[config.mk]
export PLATFORM = sky130hd
export DESIGN_NAME = phase_sequencer
export DESIGN_NICKNAME = d
export VERILOG_FILES = /design/src/rtl/phase_sequencer.sv
export SDC_FILE = /design/constraint.sdc
export NUM_CORES = 1
export LEC_CHECK = 0
export BUFFER_PORTS_ARGS = -buffer_cell sky130_fd_sc_hd__buf_2
export CORE_ASPECT_RATIO = 0.75
export CORE_MARGIN = 4
export CORE_UTILIZATION = 53
export CTS_CLUSTER_DIAMETER = 150
export DETAILED_ROUTE_END_ITERATION = 8
export GPL_TIMING_DRIVEN = 0
export HOLD_SLACK_MARGIN = 0.05
export PLACE_DENSITY = 0.72
export SLEW_MARGIN = 0
export SYNTH_ARGS = -nofsm -noshare
export SYNTH_HDL_FRONTEND = slang
export SYNTH_SLANG_ARGS = --single-unit
[constraint.sdc]
create_clock -name clk_i -period 10.9 [get_ports clk_i]
set_input_delay 0 -clock clk_i [delete_from_list [all_inputs] [get_ports clk_i]]
set_output_delay 0 -clock clk_i [all_outputs]
set_load 0.005 [all_outputs]
[src/rtl/phase_sequencer.sv]
// -----------------------------------------------------------------------------
// phase_sequencer
//   Round-robin intersection phase sequencer. Grants one of NUM_PHASES phases at
//   a time (one-hot), waits for that phase's done, clears its timer, inserts an
//   all-red clearance interval and then grants the next phase with demand.
//   Service mode blanks every phase and drives a flashing beacon.
//
//   Optional feature macro: PHASE_WATCHDOG_EN
//     defined   -> a watchdog counts green cycles; WD_CYCLES without done moves
//                  the sequencer to a sticky FAULT state (all red, fault_o=1).
//     undefined -> no watchdog and no FAULT state; fault_o is tied low.
//
// Ports
//   clk_i           clock
//   reset_n         asynchronous active-low reset
//   enable_i        run request, evaluated at the end of clearance / in IDLE
//   service_i       service mode request (level), highest priority
//   demand_i        per-phase demand; phases without demand are skipped
//   done_i          per-phase done from the timer blocks
//   phase_en_o      one-hot grant of the active phase
//   clear_o         one-cycle clear pulse to the timer of the finished phase
//   active_phase_o  index of the last granted phase
//   all_red_o       high during clearance, IDLE and FAULT
//   service_o       high while in service mode
//   flash_o         service beacon, low outside service mode
//   fault_o         sticky watchdog fault flag
// -----------------------------------------------------------------------------
module phase_sequencer #(
    parameter int NUM_PHASES   = 5,
    parameter int CLEAR_CYCLES = 4,
    parameter int FLASH_HALF   = 8,
    parameter int WD_CYCLES    = 1024,
    parameter int PW           = $clog2(NUM_PHASES)
) (
    input  logic                  clk_i,
    input  logic                  reset_n,
    input  logic                  enable_i,
    input  logic                  service_i,
    input  logic [NUM_PHASES-1:0] demand_i,
    input  logic [NUM_PHASES-1:0] done_i,
    output logic [NUM_PHASES-1:0] phase_en_o,
    output logic [NUM_PHASES-1:0] clear_o,
    output logic [PW-1:0]         active_phase_o,
    output logic                  all_red_o,
    output logic                  service_o,
    output logic                  flash_o,
    output logic                  fault_o
);

    localparam int CW = $clog2(CLEAR_CYCLES + 1);
    localparam int FW = $clog2(FLASH_HALF + 1);

    localparam logic [PW-1:0]         LAST_IDX   = PW'(NUM_PHASES - 1);
    localparam logic [CW-1:0]         CLR_LAST   = CW'(CLEAR_CYCLES - 1);
    localparam logic [FW-1:0]         FLASH_LAST = FW'(FLASH_HALF - 1);
    localparam logic [NUM_PHASES-1:0] NO_PHASE   = {NUM_PHASES{1'b0}};

    typedef enum logic [2:0] {
        ST_IDLE    = 3'd0,
        ST_GREEN   = 3'd1,
        ST_CLEAR   = 3'd2,
`ifdef PHASE_WATCHDOG_EN
        ST_SERVICE = 3'd3,
        ST_FAULT   = 3'd4
`else
        ST_SERVICE = 3'd3
`endif
    } state_t;

    state_t                  state_q;
    logic [NUM_PHASES-1:0]   phase_en_q;
    logic [NUM_PHASES-1:0]   clear_q;
    logic [PW-1:0]           active_phase_q;
    logic                    all_red_q;
    logic                    service_q;
    logic                    flash_q;
    logic [CW-1:0]           clr_cnt_q;
    logic [FW-1:0]           flash_cnt_q;

    logic                    search_hit_s;
    logic [PW-1:0]           search_idx_s;
    logic                    done_hit_s;

`ifdef PHASE_WATCHDOG_EN
    localparam int WW = $clog2(WD_CYCLES + 1);
    localparam logic [WW-1:0] WD_LAST = WW'(WD_CYCLES - 1);
    logic [WW-1:0]           wd_cnt_q;
    logic                    fault_q;
`else
    logic [31:0]             wd_cfg_unused_s;
    assign wd_cfg_unused_s = 32'(WD_CYCLES);
`endif

    // Round-robin search: offsets 1..NUM_PHASES from base, so base itself is
    // checked last. Walking the offsets downward lets the nearest hit win.
    function automatic logic [PW:0] next_phase(input logic [PW-1:0]         base,
                                               input logic [NUM_PHASES-1:0] dem);
        logic [PW:0] res;
        int          idx;
        res = {(PW + 1){1'b0}};
        for (int i = NUM_PHASES; i >= 1; i--) begin
            idx = (int'(base) + i) % NUM_PHASES;
            if (dem[idx]) begin
                res = {1'b1, PW'(idx)};
            end else begin
                res = res;
            end
        end
        return res;
    endfunction

    function automatic logic [NUM_PHASES-1:0] onehot(input logic [PW-1:0] idx);
        return {{(NUM_PHASES - 1){1'b0}}, 1'b1} << idx;
    endfunction

    // Next-phase search and done qualification against the current grant.
    always_comb begin
        {search_hit_s, search_idx_s} = next_phase(active_phase_q, demand_i);
        done_hit_s                   = |(done_i & phase_en_q);
    end

    // Sequencer FSM with registered outputs; service beats done beats enable.
    always_ff @(posedge clk_i or negedge reset_n) begin
        if (!reset_n) begin
            state_q        <= ST_IDLE;
            phase_en_q     <= NO_PHASE;
            clear_q        <= NO_PHASE;
            active_phase_q <= LAST_IDX;
            all_red_q      <= 1'b1;
            service_q      <= 1'b0;
            flash_q        <= 1'b0;
            clr_cnt_q      <= {CW{1'b0}};
            flash_cnt_q    <= {FW{1'b0}};
`ifdef PHASE_WATCHDOG_EN
            wd_cnt_q       <= {WW{1'b0}};
            fault_q        <= 1'b0;
`endif
        end else begin
            clear_q <= NO_PHASE;
            if (service_i) begin
                if (state_q != ST_SERVICE) begin
                    // Pre-emption: the green timer is not cleared here.
                    state_q     <= ST_SERVICE;
                    phase_en_q  <= NO_PHASE;
                    all_red_q   <= 1'b0;
                    service_q   <= 1'b1;
                    flash_q     <= 1'b1;
                    flash_cnt_q <= {FW{1'b0}};
`ifdef PHASE_WATCHDOG_EN
                    fault_q     <= 1'b0;
`endif
                end else if (flash_cnt_q == FLASH_LAST) begin
                    flash_q     <= ~flash_q;
                    flash_cnt_q <= {FW{1'b0}};
                end else begin
                    flash_cnt_q <= flash_cnt_q + {{(FW - 1){1'b0}}, 1'b1};
                end
            end else begin
                case (state_q)
                    ST_IDLE: begin
                        if (enable_i) begin
                            // Pointer at the last index so the first grant is phase 0.
                            state_q        <= ST_CLEAR;
                            active_phase_q <= LAST_IDX;
                            clr_cnt_q      <= {CW{1'b0}};
                        end else begin
                            state_q <= ST_IDLE;
                        end
                    end
                    ST_GREEN: begin
                        if (done_hit_s) begin
                            state_q    <= ST_CLEAR;
                            clear_q    <= phase_en_q;
                            phase_en_q <= NO_PHASE;
                            all_red_q  <= 1'b1;
                            clr_cnt_q  <= {CW{1'b0}};
`ifdef PHASE_WATCHDOG_EN
                        end else if (wd_cnt_q == WD_LAST) begin
                            state_q    <= ST_FAULT;
                            phase_en_q <= NO_PHASE;
                            all_red_q  <= 1'b1;
                            fault_q    <= 1'b1;
                        end else begin
                            wd_cnt_q <= wd_cnt_q + {{(WW - 1){1'b0}}, 1'b1};
                        end
`else
                        end else begin
                            state_q <= ST_GREEN;
                        end
`endif
                    end
                    ST_CLEAR: begin
                        // The counter saturates on its last value while no demand is found,
                        // so the search repeats every cycle without a new interval.
                        if (clr_cnt_q != CLR_LAST) begin
                            clr_cnt_q <= clr_cnt_q + {{(CW - 1){1'b0}}, 1'b1};
                        end else if (!enable_i) begin
                            state_q <= ST_IDLE;
                        end else if (search_hit_s) begin
                            state_q        <= ST_GREEN;
                            phase_en_q     <= onehot(search_idx_s);
                            active_phase_q <= search_idx_s;
                            all_red_q      <= 1'b0;
`ifdef PHASE_WATCHDOG_EN
                            wd_cnt_q       <= {WW{1'b0}};
`endif
                        end else begin
                            state_q <= ST_CLEAR;
                        end
                    end
                    ST_SERVICE: begin
                        state_q        <= ST_CLEAR;
                        active_phase_q <= LAST_IDX;
                        clr_cnt_q      <= {CW{1'b0}};
                        all_red_q      <= 1'b1;
                        service_q      <= 1'b0;
                        flash_q        <= 1'b0;
                        flash_cnt_q    <= {FW{1'b0}};
                    end
`ifdef PHASE_WATCHDOG_EN
                    ST_FAULT: begin
                        state_q <= ST_FAULT;
                    end
`endif
                    default: begin
                        state_q    <= ST_IDLE;
                        phase_en_q <= NO_PHASE;
                        all_red_q  <= 1'b1;
                        service_q  <= 1'b0;
                        flash_q    <= 1'b0;
                    end
                endcase
            end
        end
    end

    assign phase_en_o     = phase_en_q;
    assign clear_o        = clear_q;
    assign active_phase_o = active_phase_q;
    assign all_red_o      = all_red_q;
    assign service_o      = service_q;
    assign flash_o        = flash_q;
`ifdef PHASE_WATCHDOG_EN
    assign fault_o        = fault_q;
`else
    assign fault_o        = 1'b0;
`endif

endmodule

Word level (Yosys, flattened, before mapping):

Index checks and enable logic that the tools add are counted.

* register bits after elaboration: 26
* bits in latches: 0
* memory bits (writable): 0
* bits in read-only memories: 0
* input port bits: 14
* output and inout bits: 17
* word-level logic and storage cells: 129
* memories: 0

* add/sub/neg operators: 7
* $mul: 0
* div/mod/pow operators: 5
* order comparisons: 5
* equality and inequality tests: 21
* shifts and indexed selects: 1
* mux-type cells: 64
* bitwise operators: 3
* reduce and logical (&&, ||, !) cells: 14

Operators by type and width (number)
* < comparator 32 x 5 -> 1 bit, second input constant: 5
* remainder unit 32 x 4 -> 32 bit, second input constant: 5
* two-way mux 5 bit: 9
* two-way mux 4 bit: 9
* two-way mux 3 bit: 10
* case mux 3 bit (4 select lines): 2
* two-way mux 1 bit: 22
* AND reduction 6 bit: 3
* binary-select mux 1 bit (select 3 bit): 5
* case mux 5 bit (3 select lines): 1
* != test 2 bit, second input constant: 7
* != test 3 bit, second input constant: 4
* case mux 3 bit (3 select lines): 1
* adder 3 x 2 -> 4 bit, second input constant: 2
* adder 3 x 3 -> 4 bit, second input constant: 2
* two-way mux 2 bit: 4
* == test 3 x 2 -> 1 bit, second input constant: 2
* != test 2 x 1 -> 1 bit, second input constant: 3
* != test 3 x 2 -> 1 bit, second input constant: 2
* AND reduction 2 bit: 3
* bitwise AND 5 bit: 1
* AND reduction 5 bit: 1
* OR reduction 5 bit: 1
* << shifter 1 x 3 -> 5 bit, first input constant: 1
* 14 further kinds: 15

Logic depth before layout (Yosys ltp):

Gate-level depths: netlist of the first run.

* depth in word-level cells: 16
* mapped depth: 22
* mapped depth without buffers: 19

Worst setup path before layout of the first run:

Ideal clock, no wire load.

* path kind: register -> register
* start: register active_phase_q[1] (netlist: active_phase_o[1])
* end: register phase_en_q[0] (netlist: phase_en_o[0])
* setup time: 78 ps
* data arrival time: 5141 ps
* required time: 10822 ps
* path slack: 5681 ps
* cell stages (with the launch flop): 23
* buffers on the path: 3
* period minus slack after synthesis: 5219 ps
* cells stage by stage: dfrtp_1 -> buf_2 -> buf_2 -> clkinv_1 -> ha_1 -> clkbuf_1 -> inv_2 -> ha_1 -> nor2_1 -> a211oi_1 -> nor2_1 -> inv_1 -> ha_1 -> nor2b_1 -> a2111oi_2 -> nor3b_4 -> and3_1 -> o211a_1 -> o31ai_1 -> a311oi_1 -> or4_1 -> or2_1 -> o2bb2ai_1

* word-level cells in the longest chain between the ends: 16
* elaborated cells on any way between the ends: 38
* those cells by class: 5 x add/sub; 5 x div; 1 x eq/ne; 1 x shift; 25 x mux; 1 x reduce/logical

Ends and longest elaborated chain
* start: declaration: RTL line 73 `logic [PW-1:0] active_phase_q;`
* start signal: assignment: RTL line 202 `active_phase_q <= search_idx_s;`
* adder 3 x 3 -> 4 bit: RTL line 102 `idx = (int'(base) + i) % NUM_PHASES;`
* remainder unit 32 x 4 -> 32 bit: RTL line 102
* binary-select mux 1 bit (select 3 bit): RTL line 103 `if (dem[idx]) begin`
* two-way mux 1 bit (implied by the code) (2 in series): RTL line 103
* two-way mux 4 bit (4 in series): RTL line 103
* two-way mux 4 bit (*): RTL line 103
* << shifter 1 x 3 -> 5 bit: RTL line 113 `return {{(NUM_PHASES - 1){1'b0}}, 1'b1} << idx;`
* two-way mux 5 bit: RTL line 199 `end else if (search_hit_s) begin`
* two-way mux 5 bit: RTL line 197 `end else if (!enable_i) begin`
* two-way mux 5 bit: RTL line 195 `if (clr_cnt_q != CLR_LAST) begin`
* case mux 5 bit (3 select lines): RTL line 159 `case (state_q)`
* two-way mux 5 bit: RTL line 140 `if (service_i) begin`
* end signal: assignment: RTL line 201 `phase_en_q <= onehot(search_idx_s);`
* end: declaration: RTL line 71 `logic [NUM_PHASES-1:0] phase_en_q;`

Mark *: on every way between the ends. The rest lies on a longest branch, timed or not. The select of a mux whose other input is x is not followed.
A chain may end at the register's enable or synchronous reset.

Worst setup path after layout of the first run:

* start: register active_phase_q[1] (netlist: active_phase_o[1])
* end: register phase_en_q[4] (netlist: phase_en_o[4])

Same word-level chain as after synthesis.

==> flow_summary.yaml, run 1 <==
grt:
  grt_max_degree: 26
  grt_pass1_wl_um: 15100
  grt_usage: 0.238
  gr-total-overflow: 0
  antenna_found_initial: 0
  grt_pass1_vias: 2985
setup_path:
  critPathLaunchType: "flip-flop"
  r2r_end: "phase_en_o[4]$_DFFE_PN0P_"
  worst_path_most_repeated_cell: "ha_1"
  reg2reg_slack_ns: 4.53
  worst_setup_path_end_kind: "flip-flop"
  cpLargestDelayFamily: "buffers and inverters"
  path_cells: "buf_2 > buf_2 > clkinv_1 > ha_1 > clkbuf_1 > inv_2 > ha_1 > nor2_1 > a211oi_1 > nor2_1 > inv_1 > ha_1 > nor2b_1 > a2111oi_2 > nor3b_4 > mux2i_1 > o211ai_1 > nand2_1 > nor3_1 > nor2b_1 > o211ai_2 > mux2_2"
  critPathKind: "flip-flop to flip-flop"
  cpMaxStageDelayCell: "dfrtp_1"
  path_max_fanout: 11
  reg2reg_depth: 22
  required_ns: 11.07
  cp.depth: 22
  critical_path_buf_inv_count: 6
  cpPeakStageDelay_ns: 0.54
  crit_start: "active_phase_o[1]$_DFFE_PN0P_"
  r2r-start: "active_phase_o[1]$_DFFE_PN0P_"
  cp_data_arrival_time_ns: 6.54
die:
  die_h_um: 76.5
  fp-row-count: 24
  dieWidth_um: 99.4
  initial_utilization: 0.558
  die-area_um2: 7610
  core-area_um2: 5950
  io_pins: 31
clock_tree:
  cts_sinks: 25
  cts-resized-gates: 0
  cts.clk_slew.worst_paths_ns: 0.10
  cts_tree: "done"
  root_buffer: "clkbuf_8"
  cts_buffers: 3
  cts_setup_buffers: 0
  clk_latency_ns: 0.28
  cts.path.max_buffers: 2
  hold_buffers: 1
  htreeDepth: 1
layout:
  area_growth_pct: 8.67
  final_area_um2: 3610
  layout-drive-gt1-share: 0.161
  instances_no_fill: 513
  nets: 485
  final_cell_mix: "buf_2 (35), ha_1 (35), nand2_1 (33)"
  n_antenna_cell: 0
power_and_ir_drop:
  peakVddDrop_uv: 85.9
  power.total_mw: 0.349
  cellPowerDensity_nw_per_um2: 96.9
  power.leakage_nw: 1.66
place:
  placed_cell_area_um2: 3550
  portBuffers: 26
  dp.cells: 508
  hpwl_um: 7070
  gp_congestion: 0.967
timing:
  fin_skew_ns: 0.00888
  max_slew.worst_pin.slew_ns: 0.938
  hold_viol: 0
  setup_viol: 0
  hold-worst-slack_ns: 0.101
  fin_crit_ns: 6.37
  maxSlewHeadroom: 0.373
  fin_tns_setup_ns: 0
  max_freq_mhz: 157
  rsz0062_at_grt: "false"
  finalCritPeriodShare: 0.584
  drv_slew: 0
synth:
  ys_seq_elements: 25
  synth_top_area_share: 0.173
  synth_top_area_cell: "dfrtp_1"
  synthFlopType: "dfrtp_1"
  ys_warn_count: 0
  postSynthAreaPerCell_um2: 8.22
  synth.distinct_cells: 80
  synth_area_um2: 3320
  synth_seq_area_share: 0.189
  synthArstFlopShare: 1.00
  synth_nets: 453
  synth_top_cells_by_area: "dfrtp_1 (17%), ha_1 (13%), mux2i_1 (4.2%)"
  synth_cells: 404
  synth_edf_count: 0
drt:
  drtIter0Drc: 318
  drt-total-wl_um: 8960
  postRouteAntennaNets: 0
  firstDrtPassIters: 5
  via_count: 3292
  drc: 0
  wl_per_cell_um: 17.5
  viasPerCell: 6.42
job:
  drv_cap: 0
status:
  status: "finished, final reports clean"
min_path:
  hold_class: "input port to flip-flop"
  min_path_cells: 3
  hold_end: "flash_cnt_q[1]$_DFFE_PN0P_"
  min-delay-start: "service_i"
[layer usage]
layer / share of wire / vias to the layer above / track usage
met4: 0.0069 / 0 / 0.0300
met1: 0.51 / 1575 / 0.389
li1: - / 1576 / -
met2: 0.41 / 133 / 0.327
met3: 0.074 / 8 / 0.0412
met5: 0 / - / 0
[worst reg2reg max path: cells and delay by family, from the launching register on]
kind                       cells  cell delay [ns]
DFF                            1             0.54
buffers and inverters          6             1.51
adders and majority gates      3             1.02
AOI/OAI and AO/OA              4             1.32
muxes                          2             0.52
and+or+nand+nor                7             1.36
[synthesized netlist by cell type (7+ instances only)]
cell type and number:
ha_1 35, nor2_1 21, nand3_1 11, a21oi_1 17
buf_2 9, o211ai_1 9, nand4_1 10, mux2i_1 14
nor2b_1 11, nor3_1 10, clkbuf_1 11, and2_1 7
dfrtp_1 23, inv_1 24, nand2b_1 7, o21ai_0 20
nand2_1 33
[cells by family (layout without fill, tap and decap cells)]
kind of cell,Yosys count,count (layout),share of synthesized area
compound gates,121,121,0.276
xor+xnor,7,7,0.0264
fa+ha+maj,35,35,0.132
buf+inv,51,82,0.0641
flops,25,25,0.189
mux,22,22,0.0795
other cells,1,1,0.00113
simple gates,142,142,0.232
[final cells by class]
type	instances	area [µm²]
timing repair buffer	27	140
multi-input combinational	328	2480
fill	567	2340
clock buffer	3	41.3
inverter	28	108
clock inverter	1	7.51
sequential	25	628
tap	78	97.6
buffer	23	105
[per-stage QoR]
step / util / setup slack [ns]
finish: 0.607 / 4.53
global placement: 0.597 / 4.67
CTS: 0.606 / 4.60
floorplan: - / 5.68
detailed placement: 0.597 / 4.63
global route: 0.607 / 3.95
[sequential cells by signal (all words and copies together) (netlist names)]
register and cells:
clear_o 5, phase_en_o 5, flash_cnt_q 4, active_phase_o 3
clr_cnt_q 3, state_q 2, all_red_o 1, flash_o 1
service_o 1
[power breakdown]
| part | internal, mW | switching [mW] | leakage [nW] |
|---|---|---|---|
| combinational | 0.0672 | 0.0985 | 1.31 |
| sequential | 0.112 | 0.0140 | 0.329 |
| clock | 0.0260 | 0.0320 | 0.0217 |
| total | 0.205 | 0.145 | 1.66 |
[worst max-delay path by stage]
stage / endpoint / slack (ns)
2_1_floorplan: phase_en_o[0]$_DFFE_PN0P_ / 5.68
3_3_place_gp: phase_en_o[4]$_DFFE_PN0P_ / 4.67
3_5_place_dp: phase_en_o[4]$_DFFE_PN0P_ / 4.63
4_1_cts: phase_en_o[4]$_DFFE_PN0P_ / 4.60
5_1_grt: phase_en_o[4]$_DFFE_PN0P_ / 3.95
6_report: phase_en_o[4]$_DFFE_PN0P_ / 4.53
Power figures use the tool's default switching activity.
==> inputs of run 2 (changes only) <==
- clock period: 10.9 -> 6.3 ns (I/O delays scaled with it)
==> flow_summary.yaml, run 2 (synthesis results as in run 1) <==
drt:
  postRouteAntennaNets: 0
  drc: 0
  wl_per_cell_um: 17.4
  drtIter0Drc: 224
  firstDrtPassIters: 5
  drt-total-wl_um: 8930
  viasPerCell: 6.43
  via_count: 3307
setup_path:
  worst_setup_path_end_kind: "flip-flop"
  critPathLaunchType: "flip-flop"
  required_ns: 6.51
  cp_data_arrival_time_ns: 5.96
  path_max_fanout: 11
  critPathKind: "flip-flop to flip-flop"
die:
  die-area_um2: 7610
  die_h_um: 76.5
  dieWidth_um: 99.4
  initial_utilization: 0.558
  fp-row-count: 24
  io_pins: 31
  core-area_um2: 5950
layout:
  final_common_cell: "buf_2"
  instances_no_fill: 514
  nFillCells: 561
  seq_area_um2: 629
  area_growth_pct: 9.42
  layout-drive-gt1-share: 0.179
  final_cell_mix: "buf_2 (35), ha_1 (34), nand2_1 (33)"
  multi_input_area_um2: 2490
  nets: 486
  final_area_um2: 3630
  final_util: 0.611
  n_antenna_cell: 0
place:
  portBuffers: 26
  post-place-ws_ns: 0.0263
  dp.cells: 508
  placed_cell_area_um2: 3550
  gp_congestion: 0.967
  hpwl_um: 7070
power_and_ir_drop:
  power_switching_mw: 0.251
  p_int_mw: 0.356
  swShare: 0.414
  pwr-share-seq: 0.358
  peakVddDrop_uv: 149
  cellPowerDensity_nw_per_um2: 167
  power.leakage_nw: 1.67
  power.total_mw: 0.607
  combPwrFrac: 0.476
  clkPwrFrac: 0.166
timing:
  fin_skew_ns: 0.00876
  fin_tns_setup_ns: 0
  timing.final.ws_setup_ns: 0.552
  setup_viol: 0
  fin_crit_ns: 5.75
  maxSlewHeadroom: 0.352
  hold-worst-slack_ns: 0.0977
  max_slew.worst_pin.slew_ns: 0.970
  finalCritPeriodShare: 0.912
  rsz0062_at_grt: "false"
  max_freq_mhz: 174
  drv_slew: 0
  hold_viol: 0
clock_tree:
  cts_sinks: 25
  clk_latency_ns: 0.28
  root_buffer: "clkbuf_8"
  cts.clk_slew.worst_paths_ns: 0.10
  cts.path.max_buffers: 2
  cts_buffers: 3
  cts_tree: "done"
  htreeDepth: 1
job:
  drv_cap: 0
status:
  status: "finished, final reports clean"
grt:
  grt_pass1_wl_um: 15100
  grt_usage: 0.238
  antenna_found_initial: 0
  grt_pass1_vias: 2985
  gr-total-overflow: 0
  grt_max_degree: 26
min_path:
  hold_class: "input port to flip-flop"
## run 2: metal layers
layer / vias up / routed length (µm) / track usage
met5: - / 0 / 0
met4: 0 / 68 / 0.0300
met3: 9 / 636 / 0.0412
met2: 135 / 3670 / 0.327
met1: 1579 / 4560 / 0.389
li1: 1584 / - / -
## run 2: final cells by class
| class | instances | share of cell area |
|---|---|---|
| multi-input combinational | 328 | 0.685 |
| sequential | 25 | 0.173 |
| timing repair buffer | 28 | 0.0406 |
| inverter | 28 | 0.0307 |
| buffer | 23 | 0.0296 |
| tap | 78 | 0.0269 |
| clock buffer | 3 | 0.0114 |
| clock inverter | 1 | 0.00207 |
## run 2: power groups by stage
stage                     Clock [mW]  Combinational (mW)  Sequential (mW)
final                          0.101               0.289            0.218
after global routing           0.113               0.324            0.221
after CTS                      0.101               0.283            0.217
after detailed placement           0               0.278            0.220
after global placement             0               0.271            0.219
after floorplan                    0               0.204            0.217
## run 2: path summary, 6_finish.rpt
path,startpoint,cells after the start,endpoint,slack (ns)
min,service_i,3,flash_cnt_q[1]$_DFFE_PN0P_,0.1
min reg2reg,flash_cnt_q[3]$_DFFE_PN0P_,1,flash_cnt_q[3]$_DFFE_PN0P_,0.48
max in group asynchronous,reset_n,2,active_phase_o[1]$_DFFE_PN0P_,5.66
min in group asynchronous,reset_n,2,clear_o[1]$_DFF_PN0_,0.24
max,active_phase_o[1]$_DFFE_PN0P_,22,phase_en_o[1]$_DFFE_PN0P_,0.55
max reg2reg,active_phase_o[1]$_DFFE_PN0P_,22,phase_en_o[1]$_DFFE_PN0P_,0.55
## run 2: what timing repair did
action | CTS | global route
setup endpoints to repair | 0 | 11
hold endpoints to repair | 23 | 0
hold buffers | 1 | 0
resized for setup | 0 | 9
setup buffers | 0 | 1
## run 2: worst max-delay path, cell delays in order (launching register included)
cell and delay (ns):
dfrtp_2 0.48, buf_2 0.20, buf_2 0.23, clkinvlp_4 0.27, ha_2 0.47, clkbuf_2 0.27
inv_2 0.17, ha_1 0.25, nor2_2 0.17, a211oi_2 0.13, nor2_1 0.16, inv_1 0.09
ha_1 0.21, nor2b_1 0.16, a2111oi_2 0.44, nor3b_4 0.13, and3_1 0.22, o211a_1 0.25
o31ai_1 0.26, a311oi_1 0.18, or4_1 0.57, or2_1 0.24, o2bb2ai_1 0.12
==> inputs of run 3 (changes only) <==
- ABC_AREA: default -> 1
- CORE_ASPECT_RATIO: 0.75 -> 0.9
- PLACE_DENSITY: 0.72 -> 0.73
==> flow_summary.yaml, run 3 <==
status:
  status: "finished, final reports clean"
synth:
  ys_warn_count: 0
  synthFlopType: "dfrtp_1"
  synth_xor_area_frac: 0.0224
  synth_top_family_by_area: "simple AND/OR/NAND/NOR gates"
  synth_top_area_cell: "dfrtp_1"
  synthAdderAreaFrac: 0.140
  synth_cells: 465
  synth_seq_area_share: 0.201
  postSynthAreaPerCell_um2: 6.72
  synth_top_cells_by_area: "dfrtp_1 (18%), ha_1 (14%), nand2_1 (14%)"
  synth_nets: 514
  synthTopCellsByCount: "nand2_1 (116), nand3_1 (62), inv_1 (56), ha_1 (35), nor2_1 (28)"
  synth_top_area_share: 0.184
  ys_seq_elements: 25
  yosysMostFrequentCell: "nand2_1"
  synth_area_um2: 3130
  synth_compound_area_frac: 0.0956
  synth_edf_count: 0
  synth.distinct_cells: 42
  synthSimpleGateAreaFrac: 0.440
  yosys-mux-area-fraction: 0
  synthArstFlopShare: 1.00
drt:
  viasPerCell: 5.26
  wl_per_cell_um: 12.4
  drt-total-wl_um: 7030
  via_count: 2993
  drtIter0Drc: 173
  firstDrtPassIters: 4
  postRouteAntennaNets: 0
  drc: 0
clock_tree:
  cts_tree: "done"
  cts.clk_slew.worst_paths_ns: 0.09
  cts_sinks: 25
  htreeDepth: 1
  cts-resized-gates: 0
  root_buffer: "clkbuf_8"
  clk_latency_ns: 0.27
  cts_buffers: 3
  cts_setup_buffers: 0
  cts.path.max_buffers: 2
grt:
  grt_pass1_vias: 2637
  gr-total-overflow: 0
  grt_pass1_wl_um: 12200
  grt_max_degree: 26
  grt_usage: 0.207
  antenna_found_initial: 0
timing:
  setup_viol: 0
  hold_viol: 0
  max_slew.worst_pin.slew_ns: 0.552
  maxSlewHeadroom: 0.632
  drv_slew: 0
  timing.final.ws_setup_ns: 1.78
  max_freq_mhz: 221
  fin_crit_ns: 4.52
  finalCritPeriodShare: 0.718
  fin_skew_ns: 0.00163
  rsz0062_at_grt: "false"
  fin_tns_setup_ns: 0
job:
  drv_cap: 0
die:
  io_pins: 31
  die-area_um2: 7190
  fp-row-count: 26
  core-area_um2: 5690
  dieWidth_um: 89.0
  die_h_um: 80.9
  initial_utilization: 0.549
layout:
  final_common_cell: "nand2_1"
  layout-drive-gt1-share: 0.216
  area_growth_pct: 9.24
  final_cell_mix: "nand2_1 (116), nand3_1 (62), inv_1 (56)"
  n_antenna_cell: 0
  final_util: 0.600
  nets: 549
setup_path:
  critPathLaunchType: "flip-flop"
  cpPeakStageDelay_ns: 0.52
  critical_path_buf_inv_count: 4
  cpMaxStageDelayCell: "dfrtp_1"
  cpLargestDelayFamily: "simple AND/OR/NAND/NOR gates"
  path_max_fanout: 13
  required_ns: 6.52
  cp_data_arrival_time_ns: 4.74
  worst_setup_path_end_kind: "flip-flop"
  critPathKind: "flip-flop to flip-flop"
place:
  post-place-ws_ns: 1.85
  gp_congestion: 0.932
  portBuffers: 29
  hpwl_um: 5720
power_and_ir_drop:
  power.leakage_nw: 1.86
  peakVddDrop_uv: 489
  cellPowerDensity_nw_per_um2: 597
min_path:
  hold_class: "input port to flip-flop"
run 3: cell count changes after synthesis, moves of 9 or more:
cell	before	now
nand2_1	33	116
clkbuf_1	11	2
nand3_1	11	62
nand3_2	0	9
o211ai_1	9	0
mux2i_1	14	0
nand2_2	0	20
o21ai_0	20	11
inv_1	24	56
nor2b_1	11	0
run 3: path summary, 6_finish.rpt:
check                                         startpoint                            end  slack, ns  cells after the start
max in group asynchronous                        reset_n  active_phase_o[2]$_DFFE_PN1P_       5.68                      2
hold / removal                                 service_i            flash_o$_DFFE_PN0P_       0.06                      3
min in group asynchronous                        reset_n           clear_o[3]$_DFF_PN0_       0.24                      2
setup reg to reg           active_phase_o[0]$_DFFE_PN0P_      phase_en_o[0]$_DFFE_PN0P_       1.78                     25
setup / recovery           active_phase_o[0]$_DFFE_PN0P_      phase_en_o[0]$_DFFE_PN0P_       1.78                     25
hold reg to reg                 clr_cnt_q[2]$_DFFE_PN0P_       clr_cnt_q[2]$_DFFE_PN0P_       0.49                      2
run 3: report_power, final:
| part | total [mW] | leakage (nW) | switching (mW) | internal (mW) |
|---|---|---|---|---|
| Sequential | 0.245 | 0.326 | 0.0393 | 0.206 |
| Combinational | 1.70 | 1.50 | 1.11 | 0.589 |
| Clock | 0.0967 | 0.0255 | 0.0524 | 0.0443 |
run 3: worst reg2reg max path: stages, from the launching register on:
cell and delay, ns:
dfrtp_1 0.52, buf_6 0.19, inv_2 0.13, ha_1 0.51
inv_2 0.16, ha_1 0.22, nor2_1 0.17, nand3_1 0.13
nand2_1 0.09, xor2_1 0.31, ha_1 0.24, inv_1 0.05
or2_2 0.28, nand3_2 0.13, nand2_4 0.09, nand2_2 0.09
nand2_2 0.08, nor3_2 0.22, nand2_2 0.12, nand2_4 0.10
nor2_4 0.04, nand4_2 0.11, nand4_4 0.17, nor2_2 0.13
nand3_1 0.09, nand2_1 0.08
run 3: routing by layer:
| metal | vias up | GRT usage | part of all wire |
|---|---|---|---|
| met3 | 5 | 0.0243 | 0.056 |
| met1 | 1331 | 0.319 | 0.52 |
| li1 | 1585 | - | - |
| met5 | - | 0 | 0 |
| met4 | 0 | 0.0268 | 0.0068 |
| met2 | 72 | 0.317 | 0.42 |
run 3: logic make-up (layout without fill, tap and decap cells):
family,count (synthesis),after routing
compound gates,49,49
xor+xnor,8,8
fa+ha+maj,35,35
buf+inv,75,109
flops,25,25
other cells,1,1
simple gates,272,272
run 3: area by class of cell:
cell class                      count  area, µm²
Fill cell                         543       2280
Clock inverter                      1       5.00
Multi-Input combinational cell    365       2190
Tap cell                           70       87.6
Sequential cell                    25        628
Clock buffer                        3       41.3
Buffer                              8       57.6
Timing Repair Buffer               30        155
Inverter                           67        254
run 3: repair_timing:
action	4_1_cts	5_1_grt
hold buffers	1	0
hold endpoints to repair	23	0
endpoints found under the setup margin	0	0
run 3: stage by stage:
| step | std cells | hold slack [ns] | power (mW) | cell area, µm² |
|---|---|---|---|---|
| floorplan | 465 | -0.296 | 1.61 | 3130 |
| global placement | 564 | 0.00865 | 1.89 | 3360 |
| detailed placement | 564 | 0.0175 | 1.93 | 3360 |
| CTS | 569 | 0.0514 | 2.03 | 3420 |
| global route | 569 | 0.0640 | 2.29 | 3420 |
| finish | 569 | 0.0583 | 2.04 | 3420 |
